--- src/rtl/capture_bank_controller.sv ---
// Capture/readout sequencer for a bank-interleaved sample store: fills every
// bank in bank-major order, then streams all stored words out on valid/ready.
module capture_bank_controller #(
    parameter int ADDR_W    = 16,
    parameter int DATA_W    = 16,
    parameter int NUM_BANKS = 3,
    parameter int BANK_W    = 6
) (
    input  logic                          clock,
    input  logic                          rst_n,
    input  logic                          start,
    input  logic                          abort,
    input  logic [DATA_W-1:0]             signal_in,
    output logic [ADDR_W-1:0]             mem_address,
    output logic [DATA_W-1:0]             mem_data,
    output logic [NUM_BANKS-1:0]          mem_wren,
    input  logic [NUM_BANKS*DATA_W-1:0]   mem_q,
    output logic [DATA_W-1:0]             rd_data,
    output logic                          rd_valid,
    input  logic                          rd_ready,
    output logic                          rd_last,
    output logic                          busy,
    output logic                          done
);

    localparam logic [2:0] IDLE    = 3'd0;
    localparam logic [2:0] CAPTURE = 3'd1;
    localparam logic [2:0] RD_ADDR = 3'd2;
    localparam logic [2:0] RD_WAIT = 3'd3;
    localparam logic [2:0] RD_HOLD = 3'd4;
    localparam logic [2:0] FINISH  = 3'd5;

    localparam logic [BANK_W-1:0] LAST_BANK = BANK_W'(NUM_BANKS - 1);

    logic [2:0]        state;
    logic [ADDR_W-1:0] addr;
    logic [BANK_W-1:0] bank;
    logic [DATA_W-1:0] bank_q;
    logic              addr_end;
    logic              at_last;

    assign addr_end = (addr == {ADDR_W{1'b1}});
    assign at_last  = addr_end && (bank == LAST_BANK);

    assign mem_address = addr;
    assign mem_data    = signal_in;
    assign busy        = (state != IDLE);
    // An abort landing on the FINISH cycle still cancels the completion pulse.
    assign done        = (state == FINISH) && !abort;

    always_comb begin
        bank_q   = '0;
        mem_wren = '0;
        for (int k = 0; k < NUM_BANKS; k++) begin
            if (bank == BANK_W'(k))
                bank_q = mem_q[k*DATA_W +: DATA_W];
            mem_wren[k] = (state == CAPTURE) && (bank == BANK_W'(k)) && !abort;
        end
    end

    always_ff @(posedge clock or negedge rst_n) begin
        if (!rst_n) begin
            state    <= IDLE;
            addr     <= '0;
            bank     <= '0;
            rd_data  <= '0;
            rd_valid <= 1'b0;
            rd_last  <= 1'b0;
        end else if (abort && state != IDLE) begin
            state    <= IDLE;
            addr     <= '0;
            bank     <= '0;
            rd_valid <= 1'b0;
            rd_last  <= 1'b0;
        end else begin
            case (state)
                IDLE: begin
                    if (start && !abort) begin
                        state <= CAPTURE;
                        addr  <= '0;
                        bank  <= '0;
                    end
                end
                CAPTURE: begin
                    addr <= addr + 1'b1;
                    if (addr_end)
                        bank <= bank + 1'b1;
                    if (at_last) begin
                        state <= RD_ADDR;
                        addr  <= '0;
                        bank  <= '0;
                    end
                end
                RD_ADDR: state <= RD_WAIT;
                // Address was presented last cycle, so the selected bank's q is valid now.
                RD_WAIT: begin
                    rd_data  <= bank_q;
                    rd_valid <= 1'b1;
                    rd_last  <= at_last;
                    state    <= RD_HOLD;
                end
                RD_HOLD: begin
                    if (rd_ready) begin
                        rd_valid <= 1'b0;
                        rd_last  <= 1'b0;
                        if (rd_last) begin
                            state <= FINISH;
                        end else begin
                            addr  <= addr + 1'b1;
                            if (addr_end)
                                bank <= bank + 1'b1;
                            state <= RD_ADDR;
                        end
                    end
                end
                FINISH:  state <= IDLE;
                default: state <= IDLE;
            endcase
        end
    end

endmodule

--- config.mk ---
export PLATFORM = sky130hd
export DESIGN_NAME = capture_bank_controller
export DESIGN_NICKNAME = d
export VERILOG_FILES = /design/src/rtl/capture_bank_controller.sv
export SDC_FILE = /design/constraint.sdc
export NUM_CORES = 1
export LEC_CHECK = 0
export BUFFER_PORTS_ARGS = -buffer_cell sky130_fd_sc_hd__clkbuf_2
export CAP_MARGIN = 20
export CORE_MARGIN = 2
export CORE_UTILIZATION = 35
export CTS_CLUSTER_DIAMETER = 40
export DETAILED_ROUTE_END_ITERATION = 8
export GPL_TIMING_DRIVEN = 0
export PLACE_DENSITY = 0.75
export SKIP_LAST_GASP = 1
export SYNTH_ARGS = -nofsm -noshare
export SYNTH_HDL_FRONTEND = slang
export SYNTH_SLANG_ARGS = --single-unit
--- constraint.sdc ---
create_clock -name clock -period 2.9 [get_ports clock]
set_input_delay 0.435 -clock clock [delete_from_list [all_inputs] [get_ports clock]]
set_output_delay 0.435 -clock clock [all_outputs]
set_load 0.005 [all_outputs]
# Word-level counts from Yosys, hierarchy flattened
# Cells that the tools add are included.
# totals
regBits,43
# op_classes
n_addsub,2
n_bitwise,1
n_reduce_logical,20
eq_ne,12
mux,27
# op_table
op,count
$mux 16,8
$pmux 16 s3,1
$mux 6,6
$pmux 6 s3,1
$add 16x1->16 const B,1
$eq 16x16->1 const B,1
$mux 3,5
$pmux 3 s5,1
$logic_and 1x1->1,10
$ne 3x3->1 const B,3
$add 6x1->6 const B,1
$eq 3x2->1 const B,2
$eq 3x3->1 const B,2
$eq 6x1->1 const B,1
$eq 6x2->1 const B,1
$logic_not 6->1,1
$reduce_bool 3->1,2
$pmux 1 s2,2
$reduce_and 2->1,2
$reduce_and 4->1,1
$reduce_bool 4->1,1
$eq 3x1->1 const B,1
$logic_not 3->1,1
$mux 1,3
other kinds (4),4

# Depth between registers and ports, before layout
# Gate-level depths: netlist of run 1.
# depth
ltp_word,6
ltp_mapped,8

# Least setup slack after synthesis of run 1
# Ideal clock, no wire load.
# synth_path
path_kind,flip-flop to flip-flop
from,register addr[0] (netlist: mem_address[0])
to,register addr[6] (netlist: mem_address[6])
slack_ps,921
period_less_slack_ps,1979
path_stages_with_launch,8
required_time_ps,2776
setup_ps,124
t_arrival_ps,1855
path_cell_list,dfrtp_1 ha_1 nand3_2 nor4_4 a31o_4 buf_6 nor4_1 a211o_1
# synth_via
elab_chain_cells,5
# synth_rtl
element,line_no,text
"start, declared",36,logic [ADDR_W-1:0] addr;
"start signal, assigned",85,addr <= addr + 1'b1;
"start signal, assigned",109,addr <= addr + 1'b1;
$add 16x1->16 or $eq 16x16->1 (tied branches),"85, 109, 42",
$mux 16 or $logic_and 1x1->1 (tied branches),"106, 43",
"$mux 16, on equally long branches","103, 88",
$pmux 16 s3 *,76,case (state)
$mux 16 *,69,end else if (abort && state != IDLE) begin
# Mark *: on every way between the ends. The rest lies on a longest branch, timed or not. The select of a mux whose other input is x is not followed.
# A chain may end at the register's enable or synchronous reset.

# Final worst setup path of run 1
# layout_path
from,register bank[5]
to,output port mem_wren[1]
# layout_via
elab_chain_cells,3
# layout_rtl
element,line_no,text
"start, declared",37,logic [BANK_W-1:0] bank;
"start signal, assigned",87,bank <= bank + 1'b1;
"start signal, assigned",111,bank <= bank + 1'b1;
$eq 6x1->1,57,mem_wren[k] = (state == CAPTURE) && (bank == BANK_W'(k)) && !abort;
$logic_and 1x1->1 (2 in series),57,
"end, declared",16,"output logic [NUM_BANKS-1:0] mem_wren,"
# No other way between the ends.

==> Flow_metrics.wiki, run 1 <==
{| class="wikitable"
! Metric !! Value
|-
| Commonest non-fill, non-tap cell in the layout || clkbuf_2
|-
| Overall die height || 91.3 um
|-
| Highest-count cells in the layout ignoring fill and taps || 107 x clkbuf_2, 43 x dfrtp_1, 38 x nor2_1
|-
| Required time at the worst-slack endpoint || 2.47 ns
|-
| Routability cong. || 0.842
|-
| Ant diodes || 0
|-
| Sum of negative setup slack || 0 ns
|-
| Number of search-and-repair iterations in the first detailed-routing pass || 4
|-
| Register-to-Register Setup Slack || 0.60 ns
|-
| Vias in the first global route || 2596
|-
| Final Hold Fails || 0
|-
| Total global routing overflow || 0
|-
| Worst clock skew || 0.00714 ns
|-
| Clock Tree Buf Depth || 2
|-
| Later-pin clock latency in the skew report || 0.30 ns
|-
| Headroom to the max-slew limit || 50.3%
|-
| Count of flip-flops with a built-in enable after synthesis || 0
|-
| CTS Buf Count || 5
|-
| Fin nets || 502
|-
| Peak supply drop || 0.151 mV
|-
| Post-CTS sizing || 0
|-
| HPWL after DPL || 5870 um
|-
| GRT Util Overall || 17.6%
|-
| Run status || finished, final reports clean
|-
| WL per Instance || 14.5 um
|-
| Std cell rows || 31
|-
| Ratio of cells with drive above 1 in the final layout || 34.7%
|-
| Overall die area || 8340 um2
|-
| CTS tree || yes
|-
| Power per cell area || 344 nW/um2
|-
| Flip-flop and latch count after synthesis || 43
|-
| Crit share post-route || 91.1%
|-
| Leak || 1.73 nW
|-
| Setup crit end kind || primary output
|-
| Top flip-flop cell by instance count after synthesis || dfrtp_1
|-
| Antenna violations before repair || 0
|-
| Crit start category || register
|-
| Final-report setup violation count || 0
|-
| Register area share after synthesis || 40.3%
|-
| Overall power consumption || 0.00118 W
|-
| Post-detailed-routing wire length || 7640 um
|-
| Core box area || 7330 um2
|-
| Number of vias in the routed layout || 2794
|-
| Vias per inst || 5.29
|-
| Maximum clock frequency || 379 MHz
|-
| Transition at the pin with the smallest max-transition slack || 0.739 ns
|-
| Setup repair bufs after CTS || 0
|-
| # port buffers || 107
|-
| Clock Sink Count || 43
|-
| Clock transition time at the flip-flop clock pins of the worst setup and hold paths || 0.08 ns
|-
| Critical path fanouts, max || 10
|-
| Post-synth ARST share || 100%
|-
| Fin. max-slew vios || 0
|-
| Type of the setup path with the least slack || reg2out
|-
| Antenna viol nets, final || 0
|-
| Mapped Nets || 387
|-
| Average size of a mapped cell || 8.53 um2
|-
| Number of top-level pins || 124
|-
| Worst hold path class || in2async
|-
| Data arrival at the endpoint of the critical path || 2.21 ns
|-
| Layout overhead on the synthesized area || 28.6%
|-
| Initial detailed-routing violation count || 111
|-
| Final standard cell count with taps included and fillers excluded || 528
|-
| Minimum period implied by the final worst setup slack || 2.64 ns
|-
| Gate count after technology mapping || 313
|-
| RSZ-0062 raised after global routing || false
|-
| Root cell of the clock tree || clkbuf_8
|-
| Placed cell count || 519
|-
| Max_cap viols || 0
|-
| Util after Layout || 46.8%
|-
| Initial standard-cell utilization of the core || 36.4%
|-
| DRC violations left || 0
|-
| Count of synthesis-stage warnings from yosys || 0
|-
| # H-tree levels || 2
|-
| Maximum number of pins on one net before global-route repair || 44
|-
| Total of hold buffers inserted after clock tree synthesis || 0
|-
| Area of the mapped netlist || 2670 um2
|-
| Horizontal extent of the die || 91.3 um
|-
| Count of cell types in the netlist || 48
|-
| First-pass GRT wire length || 12100 um
|}
[stage by stage]
| stage | setup slack [ns] | hold slack, ns | cell area [um2] |
|---|---|---|---|
| 5_1_grt | 0.0727 | 0.104 | 3430 |
| 3_3_place_gp | 0.551 | 0.460 | 3330 |
| 4_1_cts | 0.255 | 0.356 | 3410 |
| 6_report | 0.259 | 0.0785 | 3430 |
| 2_1_floorplan | 0.921 | 0.139 | 2670 |
| 3_5_place_dp | 0.472 | 0.470 | 3330 |
[state kept, by name, indices dropped and copies added (netlist names)]
signal       flops
rd_last          1
rd_valid         1
mem_address     16
rd_data         16
bank             6
state            3
[power by group]
| group | total (W) | internal, W | switching [W] |
|---|---|---|---|
| registers | 0.000616 | 0.000606 | 0.00000943 |
| clock network | 0.000378 | 0.000168 | 0.000209 |
| logic | 0.000187 | 0.0000906 | 0.0000965 |
| total | 0.00118 | 0.000865 | 0.000315 |
[worst max-delay path: stages, from the launching register on]
cell and delay (ns):
dfrtp_1 0.42, nor4_2 0.45, and2_1 0.19, clkbuf_1 0.22, buf_2 0.26, nor2b_1 0.22
clkbuf_2 0.15
[final timing paths]
path | startpoint | to | depth (start not counted)
min in group clock | mem_q[39] | rd_data[7] | 3
max | bank[5] | mem_wren[1] | 6
max reg2reg | mem_address[0] | mem_address[0] | 7
min | rst_n | rd_data[7] | 1
min reg2reg | rd_data[6] | rd_data[6] | 2
max in group asynchronous | rst_n | mem_address[3] | 2
[final cells by class]
| class | count | area [um2] |
|---|---|---|
| clock inverters | 2 | 12.5 |
| repair buffers | 108 | 556 |
| flip-flops and latches | 43 | 1080 |
| clock buffers | 6 | 72.6 |
| fillers | 706 | 3900 |
| plain buffers | 34 | 210 |
| inverters | 14 | 52.6 |
| multi-input cells | 222 | 1330 |
| well taps | 99 | 124 |
[synth_stat cells, drive strengths merged (2+ instances only)]
library cell | number | area (um2)
nor2b | 5 | 31.3
a21oi | 10 | 50.1
nand3 | 16 | 85.1
or2 | 4 | 25.0
nand4 | 8 | 56.3
dfrtp | 43 | 1080
inv | 14 | 52.6
a22o | 9 | 78.8
nand2 | 34 | 128
ha | 5 | 62.6
a221oi | 14 | 123
o21ai | 24 | 120
nor3 | 5 | 25.0
and2 | 2 | 12.5
nor4 | 3 | 40.0
clkbuf | 8 | 30.0
nor2 | 39 | 149
buf | 26 | 180
or4 | 6 | 45.0
o31ai | 17 | 128
and3 | 4 | 25.0
[per-layer routing]
| layer | global-route usage [%] | share of wire, % | vias to the layer above |
|---|---|---|---|
| met5 | 0 | 0 | - |
| met3 | 4.48 | 9.7 | 13 |
| li1 | - | - | 1355 |
| met4 | 5.05 | 1.8 | 0 |
| met2 | 29.6 | 46 | 142 |
| met1 | 22.4 | 43 | 1284 |
[cells by family (layout without fill, tap and decap cells)]
kind of cell / after synthesis / count (layout) / synth area share, %
AND/OR/NAND/NOR: 130 / 130 / 24.4
adder cells (fa/ha/maj): 5 / 5 / 2.34
buffers and inverters: 48 / 164 / 9.85
AO/OA/AOI/OAI: 87 / 87 / 23.1
flip-flops: 43 / 43 / 40.3
Power figures use the tool's default switching activity.
==> inputs of run 2 (changes only) <==
- RECOVER_POWER: not set -> 25
==> Flow_metrics.wiki, run 2 (same netlist as run 1, synthesis figures left out) <==
{| class="wikitable"
! Metric !! Value
|-
| Overall die area || 8340 um2 (unchanged)
|-
| Comb power frac || 15.6% (-0.3 points)
|-
| Routability cong. || 0.842 (unchanged)
|-
| Slowest CP cell || nor4_2
|-
| Worst hold path class || in2async
|-
| Initial detailed-routing violation count || 109 (-1.8%)
|-
| Initial standard-cell utilization of the core || 36.4% (unchanged)
|-
| Antenna violations before repair || 0 (unchanged)
|-
| CTS Buf Count || 5 (unchanged)
|-
| Maximum number of pins on one net before global-route repair || 44 (unchanged)
|-
| Commonest non-fill, non-tap cell in the layout || clkbuf_2
|-
| RSZ-0062 raised after global routing || false
|-
| Transition at the pin with the smallest max-transition slack || 1.41 ns (+0.671 ns)
|-
| Power per cell area || 344 nW/um2 (+0.11%)
|-
| Leak || 1.72 nW (-0.65%)
|-
| Overall power consumption || 0.00118 W (-0.40%)
|-
| First-pass GRT wire length || 12100 um (unchanged)
|-
| WL per Instance || 14.4 um (-0.76%)
|-
| Run status || finished, final reports clean
|-
| Sum of negative setup slack || 0 ns (unchanged)
|-
| Setup crit end kind || primary output
|-
| Total global routing overflow || 0 (unchanged)
|-
| Highest-count cells in the layout ignoring fill and taps || 106 x clkbuf_2, 43 x dfrtp_1, 38 x nor2_1
|-
| Std cell rows || 31 (unchanged)
|-
| Net switching share of the total power || 26.6% (-0.072 points)
|-
| Fin. max-slew vios || 0 (unchanged)
|-
| Final Hold Fails || 0 (unchanged)
|-
| Root cell of the clock tree || clkbuf_8
|-
| Clock Sink Count || 43 (unchanged)
|-
| Ant diodes || 0 (unchanged)
|-
| Share of power burned in registers || 52.3% (+0.2 points)
|-
| Internal power consumption || 0.000863 W (-0.30%)
|-
| Post-CTS sizing || 0 (unchanged)
|-
| Ratio of cells with drive above 1 in the final layout || 34.3% (-0.47 points)
|-
| HPWL after DPL || 5870 um (unchanged)
|-
| Horizontal extent of the die || 91.3 um (unchanged)
|-
| Net Sw Power || 0.000313 W (-0.67%)
|-
| Clock transition time at the flip-flop clock pins of the worst setup and hold paths || 0.08 ns (about the same)
|-
| Delay contributed by the slowest stage of the critical path || 0.45 ns (about the same)
|-
| Setup repair bufs after CTS || 0 (unchanged)
|-
| Final standard cell count with taps included and fillers excluded || 528 (unchanged)
|-
| # port buffers || 107 (unchanged)
|-
| Later-pin clock latency in the skew report || 0.30 ns (about the same)
|-
| Type of the setup path with the least slack || reg2out
|-
| Headroom to the max-slew limit || 6.02% (-44 points)
|-
| Post-detailed-routing wire length || 7580 um (-0.76%)
|-
| Minimum period implied by the final worst setup slack || 2.64 ns (+0.00370 ns)
|-
| Total of hold buffers inserted after clock tree synthesis || 0 (unchanged)
|-
| Final-report setup violation count || 0 (unchanged)
|-
| Share of power burned in the clock network || 32.0% (about the same)
|-
| Critical path fanouts, max || 10 (unchanged)
|-
| Vias in the first global route || 2596 (unchanged)
|-
| Max_cap viols || 0 (unchanged)
|-
| Fin nets || 502 (unchanged)
|-
| Number of vias in the routed layout || 2789 (-0.18%)
|-
| Peak supply drop || 0.151 mV (about the same)
|-
| Antenna viol nets, final || 0 (unchanged)
|-
| Placed cell count || 519 (unchanged)
|-
| CTS tree || yes
|-
| Worst clock skew || 0.00632 ns (-0.000820 ns)
|-
| Clock Tree Buf Depth || 2 (unchanged)
|-
| Layout overhead on the synthesized area || 28.0%
|-
| # H-tree levels || 2 (unchanged)
|-
| Core box area || 7330 um2 (unchanged)
|-
| Crit share post-route || 91.2% (+0.13 points)
|-
| Vias per inst || 5.28 (-0.18%)
|-
| Data arrival at the endpoint of the critical path || 2.21 ns (about the same)
|-
| DRC violations left || 0 (unchanged)
|-
| Overall die height || 91.3 um (unchanged)
|-
| Number of search-and-repair iterations in the first detailed-routing pass || 4 (unchanged)
|-
| Required time at the worst-slack endpoint || 2.47 ns (about the same)
|-
| Crit start category || register
|-
| Number of top-level pins || 124 (unchanged)
|-
| GRT Util Overall || 17.6% (unchanged)
|-
| Maximum clock frequency || 378 MHz (-0.14%)
|-
| Critical-path cell list || nor4_2 > and2_1 > clkbuf_1 > buf_2 > nor2b_1 > clkbuf_2
|}
run 2: cell count changes in the layout (fill, tap and decap cells not counted):
cell,delta
clkbuf_1,+2
buf_12,-1
clkbuf_2,-1
run 2: worst max-delay path: cells and delay by family (launching register included):
family,cells,cell delay (ns)
buffers and inverters,3,0.63
flip-flops,1,0.42
AND/OR/NAND/NOR,3,0.86
run 2: power groups by stage:
stage | logic [W] | clock network (W) | registers [W]
after floorplan | 0.0000937 | 0 | 0.000626
after global placement | 0.000179 | 0 | 0.000627
after detailed placement | 0.000184 | 0 | 0.000627
after CTS | 0.000185 | 0.000393 | 0.000615
after global routing | 0.000205 | 0.000414 | 0.000617
final | 0.000184 | 0.000376 | 0.000615
run 2: metal layers:
metal | wire length, um | global-route usage, %
met3 | 673 | 4.48
met4 | 135 | 5.05
met2 | 3470 | 29.6
met5 | 0 | 0
met1 | 3300 | 22.4
run 2: worst paths after layout:
path	end	cells after the start	slack, ns	startpoint
hold reg to reg	rd_data[7]	2	0.49	rd_data[7]
setup reg to reg	mem_address[0]	7	0.59	mem_address[0]
setup / recovery	mem_wren[1]	6	0.26	bank[5]
hold / removal	rd_data[7]	1	0.26	rst_n
min in group clock	rd_data[7]	3	0.42	mem_q[39]
max in group asynchronous	mem_address[3]	2	0.83	rst_n
run 2: per-stage QoR:
stage          hold WS (ns)  utilization [%]  worst slack [ns]  area [um2]
2_1_floorplan         0.139                -             0.921        2670
3_3_place_gp          0.460             45.4             0.551        3330
3_5_place_dp          0.470             45.4             0.472        3330
4_1_cts               0.356             46.6             0.255        3410
5_1_grt               0.335             46.6            0.0727        3420
6_report              0.258             46.6             0.255        3420
run 2: area by class of cell:
type / count / area [um2]
Multi-Input combinational cell: 222 / 1330
Sequential cell: 43 / 1080
Timing Repair Buffer: 108 / 538
Clock buffer: 6 / 72.6
Tap cell: 99 / 124
Buffer: 34 / 210
Clock inverter: 2 / 12.5
Inverter: 14 / 52.6
Fill cell: 709 / 3920
==> inputs of run 3 (changes only) <==
- CORE_ASPECT_RATIO: not set -> 1.75
==> Flow_metrics.wiki, run 3 (same netlist as run 1, synthesis figures left out) <==
{| class="wikitable"
! Metric !! Value
|-
| WL per Instance || 14.5 um (+0.74%)
|-
| Number of search-and-repair iterations in the first detailed-routing pass || 4 (unchanged)
|-
| Count of filler cells inserted in the layout || 726 (+2.4%)
|-
| Maximum clock frequency || 393 MHz (+3.9%)
|-
| DRC violations left || 0 (unchanged)
|-
| RSZ-0062 raised after global routing || false
|-
| CTS tree || yes
|-
| Peak supply drop || 0.251 mV (+66%)
|-
| Transition at the pin with the smallest max-transition slack || 1.73 ns (+0.318 ns)
|-
| Crit share post-route || 87.8% (-3.4 points)
|-
| Ratio of cells with drive above 1 in the final layout || 34.0% (-0.31 points)
|-
| Finished layout cell area || 3450 um2 (+0.88%)
|-
| First-pass GRT wire length || 12100 um (-0.17%)
|-
| Sum of negative setup slack || 0 ns (unchanged)
|-
| Fin nets || 502 (unchanged)
|-
| Final-report setup violation count || 0 (unchanged)
|-
| Vias per inst || 5.29 (+0.21%)
|-
| Post-detailed-routing wire length || 7450 um (-1.7%)
|-
| Routability cong. || 0.796 (-5.5%)
|-
| CTS Buf Count || 5 (unchanged)
|-
| Ant diodes || 0 (unchanged)
|-
| Core box area || 7460 um2 (+1.8%)
|-
| GRT Util Overall || 17.5% (-0.069 points)
|-
| Total global routing overflow || 0 (unchanged)
|-
| # H-tree levels || 2 (unchanged)
|-
| Total of hold buffers inserted after clock tree synthesis || 0 (unchanged)
|-
| Initial standard-cell utilization of the core || 35.8% (-0.64 points)
|-
| Layout overhead on the synthesized area || 29.1%
|-
| Minimum period implied by the final worst setup slack || 2.55 ns (-0.0984 ns)
|-
| Required time at the worst-slack endpoint || 2.47 ns (about the same)
|-
| Util after Layout || 46.2% (-0.42 points)
|-
| Clock Sink Count || 43 (unchanged)
|-
| Setup repair bufs after CTS || 0 (unchanged)
|-
| Setup crit end kind || primary output
|-
| Data arrival at the endpoint of the critical path || 2.11 ns (-0.10 ns)
|-
| Crit start category || register
|-
| Std cell rows || 42 (+35%)
|-
| HPWL after DPL || 5870 um (about the same)
|-
| Type of the setup path with the least slack || reg2out
|-
| Leak || 1.74 nW (+1.3%)
|-
| Later-pin clock latency in the skew report || 0.28 ns (-0.02 ns)
|-
| Clock transition time at the flip-flop clock pins of the worst setup and hold paths || 0.06 ns (-0.02 ns)
|-
| Overall die height || 120 um (+31%)
|-
| Commonest non-fill, non-tap cell in the layout || clkbuf_2
|-
| Number of top-level pins || 124 (unchanged)
|-
| Run status || finished with violations
|-
| Worst clock skew || 0.00715 ns (+0.000826 ns)
|-
| Power per cell area || 381 nW/um2 (+11%)
|-
| # port buffers || 107 (unchanged)
|-
| Area taken by flip-flops and latches || 1080 um2 (unchanged)
|-
| Antenna viol nets, final || 0 (unchanged)
|-
| Initial detailed-routing violation count || 114 (+4.6%)
|-
| Horizontal extent of the die || 70.0 um (-23%)
|-
| Multi-input logic area || 1330 um2 (unchanged)
|-
| Headroom to the max-slew limit || -15.2% (-21 points)
|-
| Overall die area || 8370 um2 (+0.33%)
|-
| Max_cap viols || 1 (+1)
|-
| Final Hold Fails || 0 (unchanged)
|-
| Clock Tree Buf Depth || 2 (unchanged)
|-
| Placement-stage cell area || 3310 um2 (-0.41%)
|-
| Maximum number of pins on one net before global-route repair || 44 (unchanged)
|-
| Vias in the first global route || 2666 (+2.7%)
|-
| Highest-count cells in the layout ignoring fill and taps || 106 x clkbuf_2, 43 x dfrtp_1, 38 x nor2_1
|-
| Violated checks || capacitance limit, slew limit
|-
| Antenna violations before repair || 0 (unchanged)
|-
| Post-CTS sizing || 0 (unchanged)
|-
| Critical path fanouts, max || 10 (unchanged)
|-
| Worst hold path class || in2async
|-
| Number of vias in the routed layout || 2726 (-2.3%)
|-
| Root cell of the clock tree || clkbuf_16
|-
| Fin. max-slew vios || 33 (+33)
|}
## run 3: worst max-delay path, stage by stage (launching register included)
cell,delay (ns)
dfrtp_1,0.42
nor4_2,0.46
and2_1,0.18
clkbuf_1,0.22
buf_2,0.28
nor2b_1,0.15
clkbuf_2,0.11
## run 3: area by class of cell
class                   instances  area share [%]
multi-input cells             222            38.6
well taps                      88            3.20
repair buffers                108            15.6
flip-flops and latches         43            31.2
plain buffers                  34            6.10
clock buffers                   6            3.74
inverters                      14            1.53
## run 3: power by group
group	switching [W]	internal, W	leakage (nW)
registers	0.00000944	0.000608	0.599
logic	0.0000931	0.0000881	1.08
clock network	0.000206	0.000309	0.0628
## run 3: metrics by stage
stage	std cells	worst slack (ns)	power, W	hold slack (ns)
global route	515	0.133	0.00137	0.213
CTS	514	0.320	0.00133	0.390
global placement	508	0.550	0.000806	0.460
floorplan	313	0.921	0.000720	0.139
finish	515	0.353	0.00131	0.155
detailed placement	508	0.494	0.000811	0.471
## run 3: metal layers
metal  vias up  global-route usage, %  share of wire [%]
met5         -                      0                  0
met4         0                   5.29               0.70
met3         4                   3.11                7.0
met2       115                   33.4                 54
met1      1255                   19.4                 39
li1       1352                      -                  -
## run 3: path summary, 6_finish.rpt
path | cells after the start | slack (ns) | start | endpoint
setup / recovery | 6 | 0.35 | bank[5] | mem_wren[1]
hold / removal | 1 | 0.16 | rst_n | mem_address[4]
setup reg to reg | 7 | 0.63 | mem_address[0] | mem_address[0]
hold reg to reg | 2 | 0.48 | rd_data[10] | rd_data[10]
max in group asynchronous | 2 | 0.72 | rst_n | rd_data[11]
min in group clock | 3 | 0.44 | mem_q[42] | rd_data[10]
